--- src/rtl/fifo_beat_packer_if.sv ---
// Narrow-beat in / wide-word out handshake bundle for fifo_beat_packer.
// PACKER_FLUSH_EN adds the flush request and the out_cnt lane count.
interface fifo_beat_packer_if #(
  parameter int WIDTH = 19,
  parameter int RATIO = 4
);
  logic                     in_valid;
  logic [WIDTH-1:0]         in_data;
  logic                     in_ready;
  logic                     out_valid;
  logic [WIDTH*RATIO-1:0]   out_data;
  logic                     out_ready;
`ifdef PACKER_FLUSH_EN
  logic                     flush;
  logic [$clog2(RATIO):0]   out_cnt;

  modport master (
    output in_valid, in_data, out_ready, flush,
    input  in_ready, out_valid, out_data, out_cnt
  );
  modport slave (
    input  in_valid, in_data, out_ready, flush,
    output in_ready, out_valid, out_data, out_cnt
  );
`else
  modport master (
    output in_valid, in_data, out_ready,
    input  in_ready, out_valid, out_data
  );
  modport slave (
    input  in_valid, in_data, out_ready,
    output in_ready, out_valid, out_data
  );
`endif
endinterface

--- src/rtl/fifo_beat_packer.sv ---
// Packs RATIO narrow beats into one wide word at full throughput.
// Optional partial-word flush and lane count when PACKER_FLUSH_EN is defined.
module fifo_beat_packer #(
  parameter int WIDTH = 19,
  parameter int RATIO = 4
) (
  input  logic              clk,
  input  logic              rst_n,
  fifo_beat_packer_if.slave bus
);
  localparam int CNT_W = (RATIO > 1) ? $clog2(RATIO) : 1;
  localparam int OCW   = CNT_W + 1;

  logic [CNT_W-1:0]       cnt;
  logic [WIDTH-1:0]       stage_p0 [RATIO-1];
  logic [WIDTH*RATIO-1:0] word_p0;
  logic [WIDTH*RATIO-1:0] data_p1;
  logic                   vld_p1;

  logic last;
  logic in_ready;
  logic accept;
  logic complete;
  logic drain;
  logic emit;

  assign last     = (cnt == CNT_W'(RATIO - 1));
  assign drain    = vld_p1 && bus.out_ready;
  // Rejects only when the final beat would have nowhere to go.
  assign in_ready = !rst_n && (!last || !vld_p1 || bus.out_ready);
  assign accept   = bus.in_valid && in_ready;
  assign complete = accept && last;

`ifdef PACKER_FLUSH_EN
  logic [OCW-1:0] cnt_p1;

  assign emit = complete ||
                (bus.flush && (!vld_p1 || bus.out_ready) && ((cnt != '0) || accept));
  assign bus.out_cnt = cnt_p1;
`else
  assign emit = complete;
`endif

  assign bus.in_ready  = in_ready;
  assign bus.out_valid = vld_p1;
  assign bus.out_data  = data_p1;

  // Stage 0: assemble staged lanes plus the beat arriving now; unfilled lanes stay zero.
  always_comb begin
    word_p0 = '0;
    for (int k = 0; k < RATIO - 1; k++) begin
      if (k < int'(cnt)) word_p0[k*WIDTH +: WIDTH] = stage_p0[k];
    end
    for (int k = 0; k < RATIO; k++) begin
      if (accept && (k == int'(cnt))) word_p0[k*WIDTH +: WIDTH] = bus.in_data;
    end
  end

  // Stage 1: output word register.
  always_ff @(posedge clk) begin
    if (rst_n) begin
      cnt     <= '0;
      vld_p1  <= 1'b0;
      data_p1 <= '0;
      for (int k = 0; k < RATIO - 1; k++) stage_p0[k] <= '0;
`ifdef PACKER_FLUSH_EN
      cnt_p1  <= '0;
`endif
    end else if (emit) begin
      data_p1 <= word_p0;
      vld_p1  <= 1'b1;
      cnt     <= '0;
`ifdef PACKER_FLUSH_EN
      cnt_p1  <= complete ? OCW'(RATIO) : (OCW'(cnt) + OCW'(accept));
`endif
    end else begin
      if (drain) vld_p1 <= 1'b0;
      if (accept) begin
        stage_p0[cnt] <= bus.in_data;
        cnt           <= cnt + CNT_W'(1);
      end
    end
  end
endmodule

--- src/flat_wrapper.sv ---
// flat-port wrapper written by rule: the top's interface ports become plain ports
module fifo_beat_packer_flat 
#(
  parameter int WIDTH = 19,
  parameter int RATIO = 4
)
  (clk, rst_n, bus_in_valid, bus_in_data, bus_out_ready, bus_in_ready, bus_out_valid, bus_out_data);
  fifo_beat_packer_if #(.WIDTH(WIDTH), .RATIO(RATIO)) bus_i ();
  input  logic clk;
  input  logic rst_n;
  input wire logic [$bits(bus_i.in_valid)-1:0] bus_in_valid;
  input wire logic [$bits(bus_i.in_data)-1:0] bus_in_data;
  input wire logic [$bits(bus_i.out_ready)-1:0] bus_out_ready;
  output wire logic [$bits(bus_i.in_ready)-1:0] bus_in_ready;
  output wire logic [$bits(bus_i.out_valid)-1:0] bus_out_valid;
  output wire logic [$bits(bus_i.out_data)-1:0] bus_out_data;
  assign bus_i.in_valid = bus_in_valid;
  assign bus_i.in_data = bus_in_data;
  assign bus_i.out_ready = bus_out_ready;
  assign bus_in_ready = bus_i.in_ready;
  assign bus_out_valid = bus_i.out_valid;
  assign bus_out_data = bus_i.out_data;
  fifo_beat_packer #(.WIDTH(WIDTH), .RATIO(RATIO)) u_core (.clk(clk), .rst_n(rst_n), .bus(bus_i));
endmodule
--- config.mk ---
export PLATFORM = sky130hd
export DESIGN_NAME = fifo_beat_packer_flat
export DESIGN_NICKNAME = d
export VERILOG_FILES = /design/src/rtl/fifo_beat_packer_if.sv /design/src/rtl/fifo_beat_packer.sv /design/src/flat_wrapper.sv
export SDC_FILE = /design/constraint.sdc
export NUM_CORES = 1
export LEC_CHECK = 0
export BUFFER_PORTS_ARGS = -buffer_cell sky130_fd_sc_hd__buf_4
export CAP_MARGIN = 10
export CORE_UTILIZATION = 30
export CTS_CLUSTER_DIAMETER = 50
export DETAILED_ROUTE_END_ITERATION = 8
export GPL_TIMING_DRIVEN = 0
export MAX_ROUTING_LAYER = met4
export SLEW_MARGIN = 40
export SYNTH_ARGS = -nofsm -noshare
export SYNTH_HDL_FRONTEND = slang
export SYNTH_SLANG_ARGS = --single-unit
--- constraint.sdc ---
create_clock -name clk -period 2.49 [get_ports clk]
set_input_delay 0 -clock clk [delete_from_list [all_inputs] [get_ports clk]]
set_output_delay 0 -clock clk [all_outputs]
set_load 0.005 [all_outputs]
**Word level (Yosys, flattened, before mapping)**

Memory sizes are Yosys's and may differ from the RTL's. A register that Yosys moved wholly into a read port is not among the register bits.
Cells that the tools add are included.

- Memories: 1
- Output and inout port bits: 78
- Flip-flop bits (word level): 79
- Logic and storage cells: 47
- Memory bits (writable): 57
- Input bits: 23

- Magnitude comparators: 3
- $add $sub $neg: 1
- Reductions and logical operators: 17
- Mux-type cells: 18
- Equality and inequality tests: 4

Memories:

| memory | words | bits a word | read ports | clocked after memory_dff | wr ports | line | source |
|---|---|---|---|---|---|---|---|
| u_core.stage_p0 | 3 | 19 | 3 | 3 | 3 | fifo_beat_packer.sv:15 | `logic [WIDTH-1:0] stage_p0 [RATIO-1];` |

Operator list:

| kind | count |
|---|---|
| 19-bit 2-to-1 mux | 8 |
| 19-bit OR reduction | 1 |
| 1-bit 2-to-1 mux | 9 |
| 1-bit logical AND | 8 |
| 2-bit equality test, first input constant | 2 |
| 1-bit by 2-bit less-than comparator with 1-bit output, first input constant | 2 |
| 1-bit logical NOT | 3 |
| 2-bit by 1-bit adder with 2-bit output, second input constant | 1 |
| 1-bit by 2-bit equality test with 1-bit output, first input constant | 1 |
| 2-bit equality test, second input constant | 1 |
| 2-bit logical NOT | 1 |
| 1-bit logical OR | 2 |
| 2-bit less-than comparator, first input constant | 1 |
| 2-bit 2-to-1 mux | 1 |
| 2-bit nonzero test | 1 |
| 2-bit OR reduction | 1 |

**Depth between registers and ports, before layout**

- Depth after elaboration: 12
- Mapped depth: 6
- Gate-level depth less buffers: 4

**Worst setup path after synthesis**

Ideal clock, no wire load.

- Kind: flip-flop to flip-flop
- Start point: register u_core.cnt[0]
- End point: memory u_core.stage_p0[0][0], enable pin
- Arrival time: 1,483 ps
- Clock period less this slack: 1,858 ps
- Stages on the path, launching flop included: 5
- Setup slack: 632 ps
- Buffers on the path: 1
- Library setup time: 375 ps
- Cell sequence: dfxtp_1 > ha_1 > nor3_2 > clkbuf_2 > a21o_1

RTL lines:

| what | line | source |
|---|---|---|
| from (decl) | fifo_beat_packer.sv:14 | `logic [CNT_W-1:0] cnt;` |
| from (signal assigned) | fifo_beat_packer.sv:80 | `cnt <= cnt + CNT_W'(1);` |
| to (decl) | fifo_beat_packer.sv:15 |  |

==> impl_metrics.toml <==
[status]
run_status = "complete, no violations"

[die]
start_util_pct = 30.8
core_rows = 48
die_height_um = 136
fp.dieArea_um2 = 18400
design.portCount = 101
core_um2 = 17400
die-width_um = 136

[sta]
final_max_slew_viol_count = 0
maxSlewHeadroom_pct = 51.0
final.period_utilization_pct = 86.3
skew_ps = 12.6
timing_hold_violations_final = 0
worst_slew_pin_slew_ps = 735
holdWs_ps = 413
clock.fmax_mhz = 465
layout_min_cycle_time_ps = 2150
tns_ps = 0
setup_repair_after_global_routing_missed_its_margin = "no"
setup_violations = 0

[cts]
cts-buffers-inserted = 17
root_buffer = "sky130_fd_sc_hd__clkbuf_16"
insertion_delay_ps = 420
cts_buffer_depth = 2
post_cts_resize_count = 0
clock-sinks = 136
cts_tree = "done"
clock_tree.htree_level_count = 4
clk_pin_slew_worst_paths_ps = 60

[route]
wire_per_inst_um = 18.0
drc_errors = 0
via_count = 4476
viasPerCell = 5.12
detail-route-antenna-nets = 0
detail_route.iter0.violations = 303
drt_wl_total_mm = 15.7
firstDrtPassIters = 5

[setup_path]
reg2reg_setup_slack_ps = 340
rr_startpoint = "u_core.cnt[0]$_SDFFE_PP0N_"
critPathArrivalTime_ps = 2190
worst-setup-path-type = "flip-flop to flip-flop"
timing.critical_path.to_type = "flip-flop"
reg2reg_to = "u_core.stage_p0[0][3]$_SDFFCE_PN0P_"
cp_required_ps = 2530
r2r.worst_path.cells = 4
worstSetupStartpointType = "flip-flop"
cp_max_fo = 19

[power]
seq_power_share_pct = 46.6
leakage_dissipation_nw = 3.12
p_sw_mw = 1.16
switching_share_pct = 22.3
p_int_mw = 4.04
share_clk_of_total_power_pct = 47.4
comb_power_share_pct = 5.9
power_density_nw_per_um2 = 719
vdd_drop_max_uv = 499

[min_path]
timing.hold.worst_endpoint = "u_core.bus.out_data[71]$_SDFFE_PP0P_"
worst_hold_path_type = "input pin to flip-flop"
whs_path_depth = 4
timing.hold.worst.start = "bus_in_data[14]"

[global_route]
grt_first_pass_wirelength_mm = 24.6
combined_global_route_utilization_of_all_metal_layers_pct = 18.3
grt_pass1_vias = 4544
number_of_antenna_violations_at_the_first_check_in_global_routing = 0
grt_max_degree = 20
gr-total-overflow = 0

[place]
globalplace.congestion = 0.852
dpl-instance-area_um2 = 6400
port_buffers = 99
place.detailed.hpwl_mm = 11.2

[flow_run]
cap_violations = 0

[synthesis]
synth_fp_nets = 524
synth_sequential_area_ratio_pct = 61.3
synth-warning-count = 0
synthesis.area_per_instance_um2 = 10.8
synth-seq-cells = 136
syn-instance-count = 497
synth.distinct_cells = 22
synth.cell_area_um2 = 5370

[final_layout]
num_antenna_cells = 0
final_nets = 664
fraction_of_final_layout_cells_sized_beyond_drive_strength_1_pct = 23.5
final_design_area_no_fill_um2 = 7220
syn_to_final_growth_pct = 34.4
## layout by cell type, fill, tap and decap left out
| cell | count |
|---|---|
| sky130_fd_sc_hd__o21ai_0 | 21 |
| sky130_fd_sc_hd__buf_2 | 12 |
| sky130_fd_sc_hd__ha_1 | 4 |
| sky130_fd_sc_hd__and3_1 | 57 |
| sky130_fd_sc_hd__nor3_2 | 1 |
| sky130_fd_sc_hd__o21ai_1 | 55 |
| sky130_fd_sc_hd__edfxtp_1 | 57 |
| sky130_fd_sc_hd__buf_4 | 101 |
| sky130_fd_sc_hd__a21oi_1 | 3 |
| sky130_fd_sc_hd__clkinv_2 | 4 |
| sky130_fd_sc_hd__o31ai_1 | 2 |
| sky130_fd_sc_hd__inv_4 | 2 |
| sky130_fd_sc_hd__clkinv_4 | 3 |
| sky130_fd_sc_hd__dfxtp_1 | 79 |
| sky130_fd_sc_hd__clkbuf_2 | 2 |
| sky130_fd_sc_hd__dlygate4sd3_1 | 22 |
| sky130_fd_sc_hd__inv_2 | 2 |
| sky130_fd_sc_hd__a21o_2 | 2 |
| sky130_fd_sc_hd__inv_1 | 78 |
| sky130_fd_sc_hd__o311ai_1 | 23 |
| sky130_fd_sc_hd__nand4_1 | 3 |
| sky130_fd_sc_hd__a21o_1 | 1 |
| sky130_fd_sc_hd__o311ai_0 | 53 |
| sky130_fd_sc_hd__nand2b_1 | 1 |
| sky130_fd_sc_hd__clkbuf_1 | 38 |
| sky130_fd_sc_hd__and2b_4 | 1 |
| sky130_fd_sc_hd__clkbuf_16 | 20 |
| sky130_fd_sc_hd__clkbuf_8 | 3 |
## cell usage after synthesis
cell type	n	share of area, %
sky130_fd_sc_hd__a21oi_1	3	0.28
sky130_fd_sc_hd__and3_1	57	6.6
sky130_fd_sc_hd__clkbuf_2	1	0.093
sky130_fd_sc_hd__o31ai_1	2	0.28
sky130_fd_sc_hd__o311ai_0	53	8.6
sky130_fd_sc_hd__nand4_1	3	0.35
sky130_fd_sc_hd__buf_2	12	1.1
sky130_fd_sc_hd__ha_1	4	0.93
sky130_fd_sc_hd__a21o_1	3	0.42
sky130_fd_sc_hd__and2b_4	1	0.19
sky130_fd_sc_hd__o21ai_0	21	2.0
sky130_fd_sc_hd__o311ai_1	23	3.8
sky130_fd_sc_hd__nor3_2	1	0.19
sky130_fd_sc_hd__clkinv_2	1	0.093
sky130_fd_sc_hd__inv_2	2	0.14
sky130_fd_sc_hd__buf_4	2	0.28
sky130_fd_sc_hd__nand2b_1	1	0.12
sky130_fd_sc_hd__o21ai_1	55	5.1
sky130_fd_sc_hd__dfxtp_1	79	29
sky130_fd_sc_hd__clkbuf_1	38	2.7
sky130_fd_sc_hd__edfxtp_1	57	32
sky130_fd_sc_hd__inv_1	78	5.5
## worst max path at each step
stage | start | endpoint | slack, ps | depth (start not counted)
2_1_floorplan | u_core.cnt[0]$_SDFFE_PP0N_ | u_core.stage_p0[0][0]$_SDFFCE_PN0P_ | 630 | 4
3_3_place_gp | u_core.cnt[0]$_SDFFE_PP0N_ | u_core.stage_p0[2][5]$_SDFFCE_PN0P_ | 270 | 4
3_5_place_dp | u_core.cnt[0]$_SDFFE_PP0N_ | u_core.stage_p0[1][3]$_SDFFCE_PN0P_ | 230 | 4
4_1_cts | u_core.cnt[0]$_SDFFE_PP0N_ | u_core.stage_p0[1][16]$_SDFFCE_PN0P_ | 220 | 4
5_1_grt | u_core.cnt[0]$_SDFFE_PP0N_ | u_core.stage_p0[0][2]$_SDFFCE_PN0P_ | 220 | 4
6_report | u_core.cnt[0]$_SDFFE_PP0N_ | u_core.stage_p0[0][3]$_SDFFCE_PN0P_ | 340 | 4
## metrics by stage
stage / std cells / util (%) / worst slack, ps / power (mW)
finish: 875 / 41.5 / 341 / 5.19
global route: 875 / 41.5 / 219 / 5.35
CTS: 875 / 41.4 / 224 / 5.22
detailed placement: 821 / 36.7 / 226 / 2.75
global placement: 821 / 36.7 / 269 / 2.74
floorplan: 497 / - / 632 / 2.60
## logic make-up (layout without fill, tap and decap cells)
kind of cell / count (synthesis) / after routing / synth area share [%]
fa+ha+maj: 4 / 4 / 0.932
flops: 136 / 136 / 61.3
simple gates: 63 / 63 / 7.48
buf+inv: 134 / 287 / 9.83
compound gates: 160 / 160 / 20.5
## critical path, cell delays in order (launching register included)
cell and delay [ps]:
sky130_fd_sc_hd__dfxtp_1 330, sky130_fd_sc_hd__ha_1 280, sky130_fd_sc_hd__nor3_2 270, sky130_fd_sc_hd__clkbuf_2 270
sky130_fd_sc_hd__a21o_1 630
## area by class of cell
class | count | area (um2)
Fill cell | 1698 | 10200
Sequential cell | 136 | 3290
Multi-Input combinational cell | 227 | 1550
Timing Repair Buffer | 121 | 963
Clock buffer | 24 | 547
Inverter | 81 | 305
Tap cell | 225 | 282
Buffer | 53 | 223
Clock inverter | 8 | 53.8
## sequential cells by signal, indices dropped and copies added (netlist names)
| signal | flops |
|---|---|
| u_core.bus.out_data | 19 |
| bus_out_data | 57 |
| u_core.stage_p0 | 57 |
| u_core.bus.out_valid | 1 |
| u_core.cnt | 2 |
## what timing repair did
item | 4_1_cts | 5_1_grt
hold endpoints to repair | 79 | 0
hold buffers | 22 | 0
buffers inserted | 0 | 0
## routing by layer
layer | vias up | track usage (%) | part of all wire [%]
li1 | 2114 | - | -
met1 | 2168 | 22.7 | 45
met2 | 162 | 28.3 | 47
met3 | 32 | 4.29 | 5.7
met4 | 0 | 8.24 | 2.5
met5 | - | - | 0
## power groups by stage
stage / registers, mW / logic, mW / clock network (mW)
3_3_place_gp: 2.47 / 0.269 / 0
2_1_floorplan: 2.46 / 0.143 / 0
4_1_cts: 2.42 / 0.305 / 2.49
3_5_place_dp: 2.47 / 0.277 / 0
5_1_grt: 2.43 / 0.338 / 2.58
6_report: 2.42 / 0.308 / 2.46
Note: power is estimated with default switching activity, not from simulation.
